--- config.mk ---
export PLATFORM = sky130hd
export DESIGN_NAME = expr_eval_ctrl
export DESIGN_NICKNAME = d
export VERILOG_FILES = /design/src/rtl/expr_pkg.sv /design/src/rtl/expr_char_class.sv /design/src/rtl/expr_eval_ctrl.sv
export SDC_FILE = /design/constraint.sdc
export NUM_CORES = 1
export LEC_CHECK = 0
export ABC_AREA = 1
export CORE_MARGIN = 2
export CORE_UTILIZATION = 52
export CTS_CLUSTER_DIAMETER = 40
export CTS_CLUSTER_SIZE = 30
export DETAILED_ROUTE_END_ITERATION = 10
export PLACE_DENSITY = 0.77
export SYNTH_ARGS = -nofsm -noshare
export SYNTH_HDL_FRONTEND = slang
export SYNTH_SLANG_ARGS = --single-unit
--- constraint.sdc ---
create_clock -name clk -period 8.7 [get_ports clk]
set_input_delay 0.87 -clock clk [delete_from_list [all_inputs] [get_ports clk]]
set_output_delay 0.87 -clock clk [all_outputs]
set_load 0.05 [all_outputs]
--- src/rtl/expr_pkg.sv ---
// Shared constants and encodings for the ASCII expression evaluator.
package expr_pkg;

    localparam logic [7:0] CH_0   = 8'h30;
    localparam logic [7:0] CH_9   = 8'h39;
    localparam logic [7:0] CH_ADD = 8'h2B;
    localparam logic [7:0] CH_MUL = 8'h2A;
    localparam logic [7:0] CH_EQ  = 8'h3D;
    localparam logic [7:0] CH_SP  = 8'h20;

    typedef enum logic [2:0] {
        ClsDig,
        ClsAdd,
        ClsMul,
        ClsEq,
        ClsSp,
        ClsOther
    } char_cls_e;

    typedef enum logic [1:0] {
        StExpDig,
        StExpOp,
        StDrain,
        StResult
    } state_e;

endpackage

--- src/rtl/expr_char_class.sv ---
// Combinational classifier: ASCII character to character class plus digit value.
module expr_char_class
    import expr_pkg::*;
(
    input  logic [7:0] ch_i,
    output logic [2:0] cls_o,
    output logic [3:0] digit_o
);

    always_comb begin
        digit_o = ch_i[3:0];
        cls_o   = ClsOther;
        if (ch_i >= CH_0 && ch_i <= CH_9) begin
            cls_o = ClsDig;
        end else begin
            case (ch_i)
                CH_ADD:  cls_o = ClsAdd;
                CH_MUL:  cls_o = ClsMul;
                CH_EQ:   cls_o = ClsEq;
                CH_SP:   cls_o = ClsSp;
                default: cls_o = ClsOther;
            endcase
        end
    end

endmodule

--- src/rtl/expr_eval_ctrl.sv ---
// Streaming evaluator for "digit (op digit)* =" expressions with '*' above '+'.
module expr_eval_ctrl
    import expr_pkg::*;
#(
    parameter int unsigned W = 16
) (
    input  logic         clk,
    input  logic         clr_n,
    input  logic         in_valid,
    input  logic [7:0]   in_data,
    output logic         in_ready,
    output logic         res_valid,
    output logic [W-1:0] res_data,
    output logic         res_err,
    output logic         res_ovf,
    input  logic         res_ready,
    output logic         expr_ok
);

    logic [2:0] cls_raw;
    logic [3:0] digit;
    char_cls_e  cls;

    expr_char_class u_class (
        .ch_i    (in_data),
        .cls_o   (cls_raw),
        .digit_o (digit)
    );

    assign cls = char_cls_e'(cls_raw);

    state_e       state_q, state_d;
    logic [W-1:0] sum_q, sum_d, term_q, term_d;
    logic         mul_q, mul_d, ovf_q, ovf_d;
    logic         res_valid_q, res_valid_d, res_err_q, res_err_d, res_ovf_q, res_ovf_d;
    logic [W-1:0] res_data_q, res_data_d;

    // Full-width intermediates; any nonzero upper half means the W-bit value wrapped.
    logic [2*W-1:0] prod_w, sum_w;
    logic [W-1:0]   dig_term;
    logic           dig_ovf, sum_ovf, accept;

    assign prod_w   = {{W{1'b0}}, term_q} * {{(2*W-4){1'b0}}, digit};
    assign sum_w    = {{W{1'b0}}, sum_q} + {{W{1'b0}}, term_q};
    assign dig_term = mul_q ? prod_w[W-1:0] : {{(W-4){1'b0}}, digit};
    assign dig_ovf  = mul_q & (|prod_w[2*W-1:W]);
    assign sum_ovf  = |sum_w[2*W-1:W];
    assign accept   = in_valid & in_ready;

    always_comb begin
        state_d     = state_q;
        sum_d       = sum_q;
        term_d      = term_q;
        mul_d       = mul_q;
        ovf_d       = ovf_q;
        res_valid_d = res_valid_q;
        res_data_d  = res_data_q;
        res_err_d   = res_err_q;
        res_ovf_d   = res_ovf_q;

        if (accept && cls != ClsSp) begin
            unique case (state_q)
                StExpDig: begin
                    if (cls == ClsDig) begin
                        term_d  = dig_term;
                        ovf_d   = ovf_q | dig_ovf;
                        mul_d   = 1'b0;
                        state_d = StExpOp;
                    end else if (cls == ClsEq) begin
                        res_valid_d = 1'b1;
                        res_data_d  = '0;
                        res_err_d   = 1'b1;
                        res_ovf_d   = ovf_q;
                        state_d     = StResult;
                    end else begin
                        state_d = StDrain;
                    end
                end
                StExpOp: begin
                    case (cls)
                        ClsAdd: begin
                            sum_d   = sum_w[W-1:0];
                            ovf_d   = ovf_q | sum_ovf;
                            state_d = StExpDig;
                        end
                        ClsMul: begin
                            mul_d   = 1'b1;
                            state_d = StExpDig;
                        end
                        ClsEq: begin
                            res_valid_d = 1'b1;
                            res_data_d  = sum_w[W-1:0];
                            res_err_d   = 1'b0;
                            res_ovf_d   = ovf_q | sum_ovf;
                            state_d     = StResult;
                        end
                        default: state_d = StDrain;
                    endcase
                end
                StDrain: begin
                    if (cls == ClsEq) begin
                        res_valid_d = 1'b1;
                        res_data_d  = '0;
                        res_err_d   = 1'b1;
                        res_ovf_d   = ovf_q;
                        state_d     = StResult;
                    end
                end
                StResult: ;
            endcase
        end

        if (state_q == StResult && res_ready) begin
            sum_d       = '0;
            term_d      = '0;
            mul_d       = 1'b0;
            ovf_d       = 1'b0;
            res_valid_d = 1'b0;
            state_d     = StExpDig;
        end
    end

    always_ff @(posedge clk or negedge clr_n) begin
        if (!clr_n) begin
            state_q     <= StExpDig;
            sum_q       <= '0;
            term_q      <= '0;
            mul_q       <= 1'b0;
            ovf_q       <= 1'b0;
            res_valid_q <= 1'b0;
            res_data_q  <= '0;
            res_err_q   <= 1'b0;
            res_ovf_q   <= 1'b0;
        end else begin
            state_q     <= state_d;
            sum_q       <= sum_d;
            term_q      <= term_d;
            mul_q       <= mul_d;
            ovf_q       <= ovf_d;
            res_valid_q <= res_valid_d;
            res_data_q  <= res_data_d;
            res_err_q   <= res_err_d;
            res_ovf_q   <= res_ovf_d;
        end
    end

    assign in_ready  = (state_q != StResult);
    assign expr_ok   = (state_q == StExpOp);
    assign res_valid = res_valid_q;
    assign res_data  = res_data_q;
    assign res_err   = res_err_q;
    assign res_ovf   = res_ovf_q;

endmodule

# After elaboration in Yosys (flattened, before gate mapping)
# Cells that the tools add are included.
# word_totals
reg_bits	55
inputBits	12
out_inout_bits	21
elab_cells	106
# op_classes
addsub	1
n_mul	1
magnitude_cmp	2
eq_ne	19
muxes	45
n_bitwise	4
n_reduce_logical	25
# op_table
op	count
$mux W16	12
$pmux W16 S3	1
$eq A8 B6 Y1 const B	4
$mul A16 B4 Y20	1
$mux W1	19
$add A16 B16 Y17	1
$reduce_or A16 Y1	1
$ne A3 B3 Y1 const B	4
$pmux W3 S4	1
$reduce_and A3 Y1	4
$reduce_and A4 Y1	3
$reduce_bool A2 Y1	5
$reduce_bool A3 Y1	3
$ge A8 B6 Y1 const B	1
$le A8 B6 Y1 const B	1
$mux W2	4
$eq A3 B2 Y1 const B	2
$ne A3 B1 Y1 const B	2
$pmux W1 S2	3
$pmux W1 S3	2
$pmux W2 S3	1
$eq A2 B2 Y1 const B	2
$ne A2 B2 Y1 const B	2
$pmux W2 S2	1
other kinds (12)	17

# Longest topological paths before layout
# Gate-level depths: netlist (run 1).
# depth
depth_word	9
ltp_mapped	24
ltp_nobuf	22

# Hierarchy
# Synthesis (run 1) repeated with hierarchy kept, for this count alone.
# hier_totals
cells_unflattened	799
area_unflattened_um2	5526.6
# by_module_without_submodules
mod	n_inst	cells_per_inst	area_per_inst_um2	seq_area_each_um2
expr_eval_ctrl	1	758	5350.1	1376.3
expr_char_class	1	41	176.4	0.0

# Least setup slack after synthesis (run 1)
# Ideal clock, no wire load.
# synth_path
path_type	in2reg
start	input port in_data[2]
end	register ovf_q
setup_ns	0.116
t_arrival_ns	3.892
t_required_ns	8.584
setup_slack_ns	4.692
path_stages	22
n_path_buf	2
cell_sequence	buf_2 > buf_1 > nand2_1 > fa_1 > inv_1 > fa_1 > inv_1 > fa_1 > inv_1 > nand3_1 > nand3_1 > nand3_1 > nand2_1 > nand2_1 > nand2_1 > nand2_1 > nand2_1 > nand3_1 > nand2_1 > nand3_1 > nand2_1 > nand2_1
# synth_between
elab_chain_len	8
elab_cells_between_ends	25
classes_between	mul: 1; order compare: 2; eq/ne: 8; mux: 6; bitwise: 2; reduce/logical: 6
# synth_lines
item	line	rtl
start, declared	expr_eval_ctrl.sv:10	input logic [7:0] in_data,
$mul A16 B4 Y20	expr_eval_ctrl.sv:43	assign prod_w = {{W{1'b0}}, term_q} * {{(2*W-4){1'b0}}, digit};
$reduce_or A4 Y1	expr_eval_ctrl.sv:46	assign dig_ovf = mul_q & (|prod_w[2*W-1:W]);
$and A1 B1 Y1	expr_eval_ctrl.sv:46	
$or A1 B1 Y1	expr_eval_ctrl.sv:66	ovf_d = ovf_q | dig_ovf;
$mux W1	expr_eval_ctrl.sv:64	if (cls == ClsDig) begin
$pmux W1 S2	expr_eval_ctrl.sv:62	unique case (state_q)
$mux W1	expr_eval_ctrl.sv:61	if (accept && cls != ClsSp) begin
$mux W1	expr_eval_ctrl.sv:113	if (state_q == StResult && res_ready) begin
end signal, assigned	expr_eval_ctrl.sv:139	ovf_q <= ovf_d;
end, declared	expr_eval_ctrl.sv:34	logic mul_q, mul_d, ovf_q, ovf_d;
# Several ways; a longest one is shown, not always the timed one. The select of a mux whose other input is x is not followed.
# A chain may end at the register's enable or synchronous reset.

# Worst setup path in the final report (run 1)
# layout_path
start	input port in_data[3]
end	register ovf_q
# The elaborated chain is that of the path after synthesis.

==> key figures, run 1 <==
Yosys
  • Synthesized area per cell: 6.97 sq um
  • Yosys top cell by area: dfrtp_1
  • Synth Register Bits: 55
  • Synthesized instance count: 775
  • Dominant synthesized flop cell: dfrtp_1
  • Top post-synthesis cells by area: dfrtp_1, nand2_1, fa_1
  • Yosys top cell area share: 25.5%
  • Top-count cell post-synth: nand2_1
  • Net Count, Synth: 861
  • Synth unique cells: 40
  • Top cells by count, synth: nand2_1, inv_1, dfrtp_1, ha_1, nand3_1
  • Post-synth EDFFs: 0
  • Synth Cell Area: 5400 sq um
  • Ys Warns: 0
  • Sequential-to-total area share from yosys stat: 25.5%
  • FFs w/ async S/R, synth: 100%

Global routing
  • Number of global-route vias before repair: 5,000
  • Met3 global-route usage: 3.07%
  • GRT Total Usage: 25.0%
  • M2 GR Usage: 41.7%
  • Pin count of the biggest net entering global routing: 56
  • Top Usage Layer GRT: met2
  • Total grt overflow: 0
  • Initial antenna violation count: 0
  • Global-route wire length before repair: 22,800 microns
  • Met1 global-route usage: 34.4%

Routing
  • Detail Route Antenna Nets: 0
  • Vias post-DR: 4,947
  • Via/cell ratio: 5.27
  • Routed wire length: 12,800 microns
  • DRT Pass-1 Iters: 5
  • WL/cell: 13.7 microns
  • DRC: 0
  • DR iter-0 viols: 337

Critical path
  • Most used cell, CP: nand2_1
  • Crit path buf inv count: 4
  • Delay-heaviest family, CP: adder cells
  • Worst-path maximum fanout: 19
  • CP cell instances: clkdlybuf4s50_1 -> nand2_1 -> fa_1 -> inv_1 -> fa_1 -> inv_1 -> fa_1 -> inv_1 -> nand3_1 -> nand3_1 -> nand3_1 -> nand2_1 -> nand2_1 -> nand2_1 -> nand2_1 -> nand2_1 -> nand3_1 -> nand2_1 -> nand3_1 -> nand2_1 -> nand2_1
  • Setup crit end kind: register
  • Data required, critical path: 8920 ps
  • Critical-path cell with the highest stage delay: clkdlybuf4s50_1
  • Worst setup path class: in -> reg
  • Critical Path Max Stage Delay: 920 ps
  • Startpoint Class: input port
  • CP arrival: 4810 ps

Hold path
  • Worst Hold Class: reg -> reg

Final layout
  • Diode count: 0
  • Fillers: 953
  • Nets@finish: 887
  • Post-layout util: 57.9%
  • Fin area: 5900 sq um
  • Layout cells sized above 1: 4.86%
  • Area grow syn2layout: 9.22%

CTS
  • Clk buf depth: 2
  • CTS H-tree depth: 2
  • Worst-path clk slew: 110 ps
  • Setup bufs post-CTS: 0
  • Clock sinks: 55
  • Clk_lat worst skew: 320 ps
  • CTS tree: built
  • Post-CTS sizing: 0
  • Cts bufs inserted: 5
  • # hold bufs at CTS: 0
  • CTS Root Cell: clkbuf_8

Die
  • Die Width: 106 microns
  • Starting Density: 53.0%
  • Number of placed I/O pins: 33
  • Core box area: 10,200 sq um
  • Chip height: 106 microns
  • Die ar.: 11,200 sq um
  • Core Rows: 37

Flow run
  • Max Cap Viol: 0

Run status
  • Status: finished clean

Placement
  • Placed Area: 5800 sq um
  • PortBufs: 32
  • GPL Wtd Cong: 0.960
  • HPWL Detailed: 10,000 microns

Power and ir drop
  • Pwr Density: 160 nW/um^2
  • Max rail drop VDD: 191 uV
  • Pleak: 3.48 nW

STA
  • Setup Skew: 14.5 ps
  • Final Cycle Share: 52.8%
  • Post-route minimum period: 4600 ps
  • Measured slew at the worst slew-check pin: 834 ps
  • Highest clock rate: 218 MHz
  • Worst hold slack: 493 ps
  • TNS Setup: 0 ps
  • Headroom to the max-slew limit: 44.2%
  • Final setup fails: 0
  • Final Hold Viols: 0
  • Unrepaired setup endpoints after global routing: no
  • Final Max Tran Viols: 0
-- cells in the final DEF (no fill, tap or decap), types with 4 or more instances in the layout --
master           count
a21oi_1             30
clkbuf_8             5
clkdlybuf4s50_1     31
dfrtp_1             55
fa_1                29
ha_1                45
inv_1              152
inv_2                7
nand2_1            253
nand2_2              4
nand3_1             44
nor2_1              34
nor2_2               4
nor3_1               5
o21ai_0             29
o21ai_1             17
o21ai_2              4
o22ai_1              4
xnor2_1              7
xor2_1              10
-- stage by stage --
stage | worst slack, ps | power (mW) | std cells
3_5_place_dp | 3800 | 0.782 | 930
5_1_grt | 3730 | 1.02 | 938
4_1_cts | 4150 | 0.943 | 938
3_3_place_gp | 3940 | 0.766 | 930
6_report | 4100 | 0.943 | 938
2_1_floorplan | 4690 | 0.660 | 775
-- per-layer routing --
| metal | wire length [microns] | vias to the layer above |
|---|---|---|
| li1 | - | 2438 |
| met1 | 6020 | 2381 |
| met2 | 6140 | 109 |
| met3 | 491 | 19 |
| met4 | 198 | 0 |
| met5 | 0 | - |
-- logic make-up after synthesis --
family                     Yosys count  synth area share (%)
xor gates and xnor gates            17                  2.76
DFF                                 55                  25.5
AOI/OAI and AO/OA                  101                  10.5
adders and majority gates           74                  21.2
and+or+nand+nor                    355                  27.3
buffers and inverters              173                  12.7
-- worst register-to-register path, stage by stage (launching register included) --
cell and delay, ps:
dfrtp_1 510, nand2_1 120, inv_1 70, fa_1 540
inv_1 60, fa_1 540, inv_1 50, ha_1 380
or2_2 340, nand3_1 80, nand2_1 120, nand2_1 100
nand2_1 50, nand2_1 50, nand2_1 40, nor2_1 100
nand3_1 130, nand2_1 90, nand3_1 60, nand2_1 70
nand2_1 40
-- worst paths after layout --
check / startpoint / to / slack, ps / depth (start not counted)
worst max register to register: term_q[1] / ovf_q / 5050 / 20
worst min-delay path: res_data[13] / res_data[13] / 490 / 2
max in group asynchronous: clr_n / term_q[3] / 7540 / 2
worst max-delay path: in_data[3] / ovf_q / 4100 / 21
worst min register to register: res_data[13] / res_data[13] / 490 / 2
min in group asynchronous: clr_n / sum_q[13] / 670 / 2
-- flip-flops by register name, summed over array words and instances (netlist names) --
signal     count
mul_q          1
sum_q         16
res_err        1
term_q        16
res_valid      1
res_ovf        1
state_q        2
res_data      16
ovf_q          1
-- power by group --
group          leakage, nW  switching, mW  internal (mW)  total (mW)
Combinational         2.67          0.298          0.162       0.460
Sequential           0.759         0.0461          0.280       0.326
Clock               0.0463         0.0972         0.0595       0.157
-- layout make-up --
cell class | count | area (sq um) | area share [%]
Clock buffer | 5 | 68.8 | 1.17
Multi-Input combinational cell | 547 | 3340 | 56.6
Tap cell | 136 | 170 | 2.89
Sequential cell | 55 | 1380 | 23.3
Clock inverter | 3 | 27.5 | 0.467
Inverter | 159 | 597 | 10.1
Timing Repair Buffer | 33 | 323 | 5.47
Power figures use the tool's default switching activity.
==> run 2, diff against run 1 <==
- PLACE_DENSITY: 0.77 -> 0.8
- clock period: 8.7 -> 3.99 ns (I/O delays scaled with it)
==> run 2 against run 1 <==
Against the previous run: cell count is 1.4% higher; count of clock-buffer cells in the layout unchanged; via count down 0.14%; utilization grew 1.1 points; first-iteration DRC count down 25%; sequential share of layout area fell by 0.44 points; clock power rose by 140%; largest power group unchanged.
==> key figures, run 2 (synthesized netlist as in run 1, its figures left out) <==
Critical path
  • Worst-path maximum fanout: 11 (-8)
  • CP cell instances: clkdlybuf4s50_1 -> buf_4 -> nand2_1 -> inv_1 -> fa_1 -> inv_1 -> fa_1 -> inv_1 -> ha_1 -> nand2_1 -> inv_1 -> a21oi_1 -> nor2_1 -> nor2_1 -> nand3_1 -> nand2_1 -> nand3_1 -> nand2_1 -> nand3_1 -> nand2_1 -> nand2_1
  • R2r endpoint: ovf_q
  • Most used cell, CP: nand2_1
  • R2r setup slk: 490 ps (-4560 ps)
  • Critical Path Max Stage Delay: 530 ps (-390 ps)
  • R2r worst-path depth: 20 (unchanged)
  • Reg2reg start: term_q[1]
  • Data required, critical path: 4190 ps (-4730 ps)
  • CP startpoint: in_data[3]
  • Worst setup path class: in -> reg
  • CP arrival: 3870 ps (-940 ps)
  • Setup crit end kind: register
  • Startpoint Class: input port
  • Worst Setup EP: ovf_q
  • Critical-path cell with the highest stage delay: fa_1

Routing
  • Routed wire length: 12,300 microns (-4.6%)
  • Met1 wire length: 5700 microns (-5.4%)
  • DRC: 0 (unchanged)
  • Via/cell ratio: 5.19 (-1.5%)
  • Metal2 WL: 5740 microns (-6.4%)
  • DRT Pass-1 Iters: 5 (unchanged)
  • WL/cell: 12.9 microns (-5.9%)
  • Detail Route Antenna Nets: 0 (unchanged)
  • DR iter-0 viols: 253 (-25%)
  • Vias post-DR: 4,940 (-0.14%)
  • Highest metal used: met4
  • Routed wl met3: 605 microns (+23%)

Die
  • Core Rows: 37 (unchanged)
  • Number of placed I/O pins: 33 (unchanged)
  • Starting Density: 53.0% (unchanged)
  • Die ar.: 11,200 sq um (unchanged)
  • Die Width: 106 microns (unchanged)
  • Core box area: 10,200 sq um (unchanged)
  • Chip height: 106 microns (unchanged)

Final layout
  • Commonest cells after routing, fill and taps aside: nand2_1, inv_1, dfrtp_1, ha_1, nand3_1
  • Diode count: 0 (unchanged)
  • Area grow syn2layout: 11.3%
  • Most common cell after layout, fill and taps aside: nand2_1
  • Nets@finish: 900 (+1.5%)
  • Fillers: 958 (+0.52%)
  • Layout cells sized above 1: 6.38% (+1.5 points)

STA
  • Unrepaired setup endpoints after global routing: no
  • Headroom to the max-slew limit: 50.1% (+5.8 points)
  • Setup Skew: 5.59 ps (-8.92 ps)
  • Measured slew at the worst slew-check pin: 748 ps (-85.5 ps)
  • Final Cycle Share: 91.9%
  • Highest clock rate: 273 MHz
  • TNS Setup: 0 ps (unchanged)
  • Final Hold Viols: 0 (unchanged)
  • Final setup fails: 0 (unchanged)
  • Fin worst setup slack: 323 ps (-3780 ps)
  • Final Max Tran Viols: 0 (unchanged)
  • Post-route minimum period: 3670 ps

Global routing
  • GRT Total Usage: 23.2% (-1.8 points)
  • Pin count of the biggest net entering global routing: 31 (-45%)
  • Global-route wire length before repair: 21,400 microns (-6.5%)
  • Number of global-route vias before repair: 4,703 (-5.9%)
  • Initial antenna violation count: 0 (unchanged)
  • Total grt overflow: 0 (unchanged)

CTS
  • # hold bufs at CTS: 0 (unchanged)
  • Cts bufs inserted: 5 (unchanged)
  • CTS H-tree depth: 2 (unchanged)
  • Clk buf depth: 2 (unchanged)
  • CTS tree: built
  • Clock sinks: 55 (unchanged)
  • Post-CTS sizing: 0 (unchanged)
  • Clk_lat worst skew: 310 ps (about the same)
  • Setup bufs post-CTS: 0 (unchanged)
  • Worst-path clk slew: 100 ps (about the same)
  • CTS Root Cell: clkbuf_8

Placement
  • GPL Wtd Cong: 0.917 (-4.5%)
  • HPWL Detailed: 9660 microns (-3.8%)
  • PortBufs: 32 (unchanged)
  • Pre-CTS setup slack: 0.0382 ps (-3800 ps)

Power and ir drop
  • Max rail drop VDD: 324 uV (+70%)
  • Pwr Density: 346 nW/um^2 (+120%)
  • Pleak: 3.56 nW (+2.2%)

Flow run
  • Max Cap Viol: 0 (unchanged)

Hold path
  • Worst Hold Class: in -> async

Run status
  • Status: finished clean
run 2: stage by stage:
step	hold slack [ps]	power, mW	utilization, %	instance area (sq um)	instances
2_1_floorplan	103	1.44	-	5400	775
3_3_place_gp	425	1.69	57.9	5900	943
3_5_place_dp	424	1.71	57.9	5900	943
4_1_cts	86.9	2.08	59.0	6010	951
5_1_grt	112	2.26	59.0	6010	951
6_report	77.1	2.08	59.0	6010	951
run 2: report_power, final:
part	total (mW)	leakage, nW	internal (mW)	switching, mW
registers	0.708	0.759	0.610	0.0980
logic	1.00	2.74	0.362	0.638
clock network	0.370	0.0581	0.187	0.183
total	2.08	3.56	1.16	0.919
run 2: worst min path at each step:
| stage | from | endpoint | slack [ps] |
|---|---|---|---|
| after CTS | clr_n | res_data[14] | 90 |
| after floorplan | clr_n | mul_q | 100 |
| after detailed placement | clr_n | res_data[14] | 420 |
| final | clr_n | state_q[1] | 80 |
| after global placement | clr_n | res_err | 420 |
| after global routing | clr_n | res_valid | 110 |
run 2: layout make-up:
cell class	instances	area, sq um	share of cell area (%)
multi-input cells	547	3340	55.5
flip-flops and latches	55	1380	22.9
inverters	159	597	9.93
repair buffers	46	420	6.99
well taps	136	170	2.83
clock buffers	5	68.8	1.14
clock inverters	3	43.8	0.728
run 2: metal layers:
metal,vias to the layer above,GRT usage [%]
li1,2466,-
met2,123,38.6
met3,19,2.33
met5,-,0
met1,2332,32.7
met4,0,5.73
run 2: worst max-delay path, delay by kind of cell:
kind	cells	cell delay, ps
AO/OA/AOI/OAI	1	180
adder cells (fa/ha/maj)	3	1390
buffers and inverters	6	900
AND/OR/NAND/NOR	11	990
